<file path="config.mk">
export PLATFORM = sky130hd
export DESIGN_NAME = load_store_unit
export DESIGN_NICKNAME = d
export VERILOG_FILES = /design/src/rtl/load_store_unit.sv
export SDC_FILE = /design/constraint.sdc
export NUM_CORES = 1
export LEC_CHECK = 0
export ABC_AREA = 1
export BUFFER_PORTS_ARGS = -buffer_cell sky130_fd_sc_hd__buf_2
export CAP_MARGIN = 20
export CORE_MARGIN = 5
export CORE_UTILIZATION = 40
export CTS_CLUSTER_DIAMETER = 100
export DETAILED_ROUTE_END_ITERATION = 10
export PLACE_DENSITY_LB_ADDON = 0.3
export SETUP_SLACK_MARGIN = 0.15
export SLEW_MARGIN = 20
export SYNTH_ARGS = -nofsm -noshare
export SYNTH_HDL_FRONTEND = slang
export SYNTH_SLANG_ARGS = --single-unit
</file>
<file path="constraint.sdc">
create_clock -name clk -period 3.5 [get_ports clk]
set_input_delay 0.175 -clock clk [delete_from_list [all_inputs] [get_ports clk]]
set_output_delay 0.175 -clock clk [all_outputs]
set_load 0.02 [all_outputs]
</file>
<file path="src/rtl/load_store_unit.sv">
// -----------------------------------------------------------------------------
// load_store_unit
//
// Memory-stage load/store unit sitting between the M stage of the pipeline and
// a variable-latency word bus. Each aligned access becomes exactly one word
// transaction with byte enables; the pipeline is stalled until the bus acks.
// Misaligned accesses fault in the same cycle and never reach the bus.
//
// Ports
//   clk          in   1   clock, rising edge
//   reset        in   1   asynchronous, active-low
//   MemReadM     in   1   load in M stage
//   MemWriteM    in   1   store in M stage (wins over MemReadM)
//   funct3M      in   3   access size / signedness
//   ALUResultM   in  32   byte address
//   WriteDataM   in  32   store data, right-aligned
//   ReadDataM    out 32   extended load data (valid in DONE)
//   StallM       out  1   freeze F/D/E/M, bubble W
//   FaultM       out  1   one-cycle pulse: misaligned access or bus timeout
//   bus_req      out  1   registered request, high for exactly the WAIT cycles
//   bus_we       out  1   write strobe
//   bus_addr     out 32   word address
//   bus_wdata    out 32   lane-replicated store data
//   bus_be       out  4   byte enables
//   bus_ack      in   1   completion, sampled only in WAIT
//   bus_rdata    in  32   read word, valid with bus_ack
//
// Build option
//   LSU_BUS_TIMEOUT_EN : when defined, a WAIT lasting TIMEOUT_CYCLES cycles
//                        without bus_ack is forced to DONE with FaultM.
//                        When undefined, WAIT holds until bus_ack.
//
// state | meaning
// IDLE  | no transaction; aligned access launches, misaligned access faults
// WAIT  | bus_req high, waiting for bus_ack (or timeout)
// DONE  | result on ReadDataM, pipeline released at end of cycle
// -----------------------------------------------------------------------------
module load_store_unit #(
  parameter int TIMEOUT_CYCLES = 255
) (
  input  logic        clk,
  input  logic        reset,
  input  logic        MemReadM,
  input  logic        MemWriteM,
  input  logic [2:0]  funct3M,
  input  logic [31:0] ALUResultM,
  input  logic [31:0] WriteDataM,
  output logic [31:0] ReadDataM,
  output logic        StallM,
  output logic        FaultM,
  output logic        bus_req,
  output logic        bus_we,
  output logic [31:0] bus_addr,
  output logic [31:0] bus_wdata,
  output logic [3:0]  bus_be,
  input  logic        bus_ack,
  input  logic [31:0] bus_rdata
);

  typedef enum logic [1:0] {
    S_IDLE = 2'd0,
    S_WAIT = 2'd1,
    S_DONE = 2'd2
  } state_t;

  localparam logic [1:0] SZ_B = 2'd0;
  localparam logic [1:0] SZ_H = 2'd1;
  localparam logic [1:0] SZ_W = 2'd2;

  // Unlisted funct3 codes fall through to word size.
  function automatic logic [1:0] size_of(input logic [2:0] f3);
    case (f3)
      3'b000, 3'b100: size_of = SZ_B;
      3'b001, 3'b101: size_of = SZ_H;
      default:        size_of = SZ_W;
    endcase
  endfunction

  state_t      r_state;
  state_t      w_state_next;

  logic        r_bus_req;
  logic        r_bus_we;
  logic [31:0] r_bus_addr;
  logic [31:0] r_bus_wdata;
  logic [3:0]  r_bus_be;
  logic [2:0]  r_f3;
  logic [1:0]  r_off;
  logic [31:0] r_rdata;

  logic        w_access;
  logic [1:0]  w_size;
  logic        w_misaligned;
  logic        w_start;
  logic [3:0]  w_be;
  logic [31:0] w_wdata;
  logic [31:0] w_shifted;
  logic [31:0] w_load_ext;
  logic        w_timeout;
  logic        w_timed_out;

  assign w_access     = MemReadM | MemWriteM;
  assign w_size       = size_of(funct3M);
  assign w_misaligned = w_access &
                        (((w_size == SZ_H) & ALUResultM[0]) |
                         ((w_size == SZ_W) & (ALUResultM[1:0] != 2'b00)));
  assign w_start      = (r_state == S_IDLE) & w_access & ~w_misaligned;

  // Loads always read the whole word; only stores narrow the enables.
  always_comb begin
    w_be    = 4'b1111;
    w_wdata = WriteDataM;
    if (MemWriteM) begin
      case (w_size)
        SZ_B: begin
          w_be    = 4'b0001 << ALUResultM[1:0];
          w_wdata = {4{WriteDataM[7:0]}};
        end
        SZ_H: begin
          w_be    = ALUResultM[1] ? 4'b1100 : 4'b0011;
          w_wdata = {2{WriteDataM[15:0]}};
        end
        default: begin
          w_be    = 4'b1111;
          w_wdata = WriteDataM;
        end
      endcase
    end
  end

`ifdef LSU_BUS_TIMEOUT_EN
  localparam int              CNT_W    = $clog2(TIMEOUT_CYCLES + 1);
  // The counter reads 0 in the first WAIT cycle, so the last permitted
  // WAIT cycle is the one where it reads TIMEOUT_CYCLES-1.
  localparam logic [CNT_W-1:0] CNT_LAST = CNT_W'(TIMEOUT_CYCLES - 1);

  logic [CNT_W-1:0] r_cnt;
  logic             r_timed_out;

  assign w_timeout   = (r_state == S_WAIT) & ~bus_ack & (r_cnt == CNT_LAST);
  assign w_timed_out = r_timed_out;

  always_ff @(posedge clk or negedge reset) begin
    if (!reset) begin
      r_cnt       <= '0;
      r_timed_out <= 1'b0;
    end else begin
      if (w_start) begin
        r_cnt <= '0;
      end else if ((r_state == S_WAIT) && !bus_ack) begin
        r_cnt <= r_cnt + CNT_W'(1);
      end
      // Re-evaluated every WAIT cycle; holds through DONE for the fault pulse.
      if (r_state == S_WAIT) begin
        r_timed_out <= w_timeout;
      end
    end
  end
`else
  logic w_unused_timeout;

  assign w_timeout        = 1'b0;
  assign w_timed_out      = 1'b0;
  assign w_unused_timeout = ^TIMEOUT_CYCLES;
`endif

  // ---------------------------------------------------------------------------
  // FSM: state register
  // ---------------------------------------------------------------------------
  always_ff @(posedge clk or negedge reset) begin
    if (!reset) begin
      r_state <= S_IDLE;
    end else begin
      r_state <= w_state_next;
    end
  end

  // ---------------------------------------------------------------------------
  // FSM: next state
  // ---------------------------------------------------------------------------
  always_comb begin
    w_state_next = r_state;
    case (r_state)
      S_IDLE: if (w_start) w_state_next = S_WAIT;
      S_WAIT: if (bus_ack || w_timeout) w_state_next = S_DONE;
      S_DONE: w_state_next = S_IDLE;
      default: w_state_next = S_IDLE;
    endcase
  end

  // ---------------------------------------------------------------------------
  // FSM: outputs
  // ---------------------------------------------------------------------------
  always_comb begin
    w_shifted = r_rdata >> {r_off, 3'b000};
    case (size_of(r_f3))
      SZ_B:    w_load_ext = r_f3[2] ? {24'd0, w_shifted[7:0]}
                                    : {{24{w_shifted[7]}}, w_shifted[7:0]};
      SZ_H:    w_load_ext = r_f3[2] ? {16'd0, w_shifted[15:0]}
                                    : {{16{w_shifted[15]}}, w_shifted[15:0]};
      default: w_load_ext = w_shifted;
    endcase
  end

  always_comb begin
    StallM    = w_start | (r_state == S_WAIT);
    FaultM    = ((r_state == S_IDLE) & w_misaligned) |
                ((r_state == S_DONE) & w_timed_out);
    ReadDataM = 32'd0;
    if ((r_state == S_DONE) && !r_bus_we && !w_timed_out) begin
      ReadDataM = w_load_ext;
    end
  end

  // ---------------------------------------------------------------------------
  // Bus-side registers: launched in IDLE, held stable through WAIT
  // ---------------------------------------------------------------------------
  always_ff @(posedge clk or negedge reset) begin
    if (!reset) begin
      r_bus_req   <= 1'b0;
      r_bus_we    <= 1'b0;
      r_bus_addr  <= 32'd0;
      r_bus_wdata <= 32'd0;
      r_bus_be    <= 4'd0;
      r_f3        <= 3'd0;
      r_off       <= 2'd0;
      r_rdata     <= 32'd0;
    end else begin
      r_bus_req <= (w_state_next == S_WAIT);
      if (w_start) begin
        r_bus_we    <= MemWriteM;
        r_bus_addr  <= {ALUResultM[31:2], 2'b00};
        r_bus_wdata <= w_wdata;
        r_bus_be    <= w_be;
        r_f3        <= funct3M;
        r_off       <= ALUResultM[1:0];
      end
      if ((r_state == S_WAIT) && bus_ack && !r_bus_we) begin
        r_rdata <= bus_rdata;
      end
    end
  end

  assign bus_req   = r_bus_req;
  assign bus_we    = r_bus_we;
  assign bus_addr  = r_bus_addr;
  assign bus_wdata = r_bus_wdata;
  assign bus_be    = r_bus_be;

endmodule

</file>
==> run metrics <==
largest family of logic cells by synthesized area=simple AND/OR/NAND/NOR gates; DRC=0; flop2flop setup slack=1570 ps; Seq/Total Area, Yosys=48.68%; largest net degree at the start of global routing=89; status=complete, but fails checks; CORE AREA=0.01335 mm²; CTS tree=yes; GRT Util Overall=20.01%; multiplexer area fraction after synthesis=0%; count of yosys warnings during synthesis=0; Starting DRT DRC Count=428; Num Clock Sinks=107; Worst R2R Path Depth=5; final worst-path cycle share=70.88%; max-slew violation count=0; first-pass iteration count of the detailed router=5; Post-DP HPWL=11.86 mm; Starting Density=41.21%; critical path class=flop to output port; root buf cell=clkbuf_16; post-synthesis adder-cell area fraction=0%; Yosys top cell area share=48.68%; multi-input logic area=0.002407 mm²; simple-gate share of the synthesized area=37.19%; final hold viol count=61; antenna cells=0; Final Wtd Congestion=0.9326; Arrival @ worst endpoint=2310 ps; Placement Setup Slack=1406 ps; Setup-failing EPs final=0; Synth area leaders=dfrtp_1, nand2_1, nand3_1, buf_2, a21oi_1; Critical Path RT=3320 ps; reg2reg end=bus_addr[27]$_DFFE_PN0P_; TNS Setup=0 ps; Distinct cells, synth=24; number of global-route vias before repair=5292; Syn Inst Count=763; Pleak=4.087 nW; clk slew on worst S/H paths=70 ps; startpoint types=flop; htree depth=3; Critical R2R Launch=r_state[1]$_DFF_PN0_; Nets=1043; FF+latch area=0.002678 mm²; DIE WIDTH=127.3 µm; Slew HR=34.89%; IO Port Bufs=205; WHS=-27.54 ps; P per Cell Area=886.9 mW/mm²; CTS Buf Count=9; first-pass GRT wire length=26.23 mm; Critical path destination=ReadDataM[23]; # hold bufs at CTS=0; crit path max fanout=20; WL final=16.30 mm; Layout area overhead=24.43%; Yosys reg bits=107; fraction of layout instances using a drive strength above 1=25.95%; worst setup margin=1019 ps; Vias/cell=4.830; filler instances=1389; RSZ-0062 raised after global routing=false; Final Critical Period=2481 ps; DRT antenna net count=0; Max Cap Violations=0; Die Y=127.3 µm; Top Ports=208; total number of vias=5410; row count=42; Post-CTS Resized=0; Avg Cell Area, Syn=7.209 µm²; initial antenna violation count=2; Post-CTS Setup Inserts=0; die area=0.01620 mm²; routed wire length per instance=14.55 µm; Setup Skew=5.648 ps; peak supply drop=0.0004237 V; CTS max path bufs=2; Worst-Skew Late Latency=350 ps; synthesized area=0.005500 mm²; HP Class=primary input to asynchronous set/reset pin; Yosys top cell by area=dfrtp_1; Worst Setup End Kind=output port; failing checks=negative hold slack; xor-xnor portion of the synthesized cell area=0%; grt total ovfl=0; Slew @ Worst Pin=976.6 ps; CP startpoint=r_off[1]$_DFFE_PN0P_; Fmax=403.1 MHz; Synth Area in Compound Gates=6.392%; final core utilization=51.27%
metal layers:
layer	vias up	global-route usage (%)	wire [µm]
met1	2456	26.23	6991
met4	4	7.634	393
met3	33	5.927	1428
li1	2717	-	-
met5	-	0	25
met2	200	31.34	7461
area by class of cell:
class,instances,area share (%)
clock buffer,11,3.693
timing repair buffer,213,15.90
sequential,107,39.12
tap,176,3.218
clock inverter,5,0.8775
multi-input combinational,572,35.17
inverter,36,2.011
synthesized netlist by cell type:
cell type	instances
clkinv_1	1
nand3_1	68
buf_2	26
o21ai_0	23
inv_4	1
nand2_2	3
buf_6	7
nand2_4	1
clkbuf_1	12
nand3_4	2
a31oi_1	7
nand2_1	411
nor2_4	2
o21bai_1	7
nor3_1	2
inv_2	4
o21ai_1	4
buf_4	4
nor2_2	2
a21oi_1	24
nor2_1	14
conb_1	1
dfrtp_1	107
inv_1	30
sequential cells by signal, summed over array words and instances (netlist names):
signal / count
bus_addr: 30
r_state: 2
bus_req: 1
r_rdata: 32
bus_be: 4
r_f3: 3
bus_wdata: 32
bus_we: 1
r_off: 2
stage by stage:
stage	instances	hold slack, ps	cell area [µm²]	total power [mW]
global route	1120	15.75	6844	6.557
detailed placement	1104	374.3	6529	5.047
CTS	1120	2.432	6842	6.129
global placement	1104	369.6	6529	5.016
finish	1120	-27.54	6844	6.070
floorplan	764	-120.6	5504	4.172
how the worst min path moves through the flow:
stage / startpoint / to / slack (ps) / cells after the start
after floorplan: reset / bus_addr[10]$_DFFE_PN0P_ / -120 / 0
after global placement: ALUResultM[8] / bus_addr[8]$_DFFE_PN0P_ / 370 / 3
after detailed placement: ALUResultM[25] / bus_addr[25]$_DFFE_PN0P_ / 370 / 3
after CTS: ALUResultM[6] / bus_addr[6]$_DFFE_PN0P_ / 2 / 3
after global routing: funct3M[2] / r_f3[2]$_DFFE_PN0P_ / 20 / 3
final: reset / bus_wdata[29]$_DFFE_PN0P_ / -30 / 1
where the power goes:
group	switching (mW)	internal, mW	total [mW]
combinational	1.90	0.861	2.76
clock	0.462	0.597	1.06
sequential	0.442	1.81	2.25
cell usage in the layout, fill, tap and decap left out, drive strengths merged:
cell,count
o21ai,27
buf,213
clkbuf,11
inv,36
nand3,70
clkinvlp,1
clkinv,3
nand2,415
bufinv,1
dfrtp,107
conb,2
nor2,18
a21oi,24
a31oi,7
o21bai,7
nor3,2
kinds of logic (layout without fill, tap and decap cells):
kind of cell / after synthesis / count (layout)
AO/OA/AOI/OAI: 65 / 65
flip-flops: 107 / 107
other: 1 / 2
AND/OR/NAND/NOR: 505 / 505
buffers and inverters: 85 / 265
critical path: stages, from the launching register on:
cell	delay [ps]
dfrtp_1	510
inv_1	510
nand3_1	260
nand3_4	200
nand3_4	180
nand2_1	110
inv_1	40
buf_2	150
(Power assumes the default switching activity.)
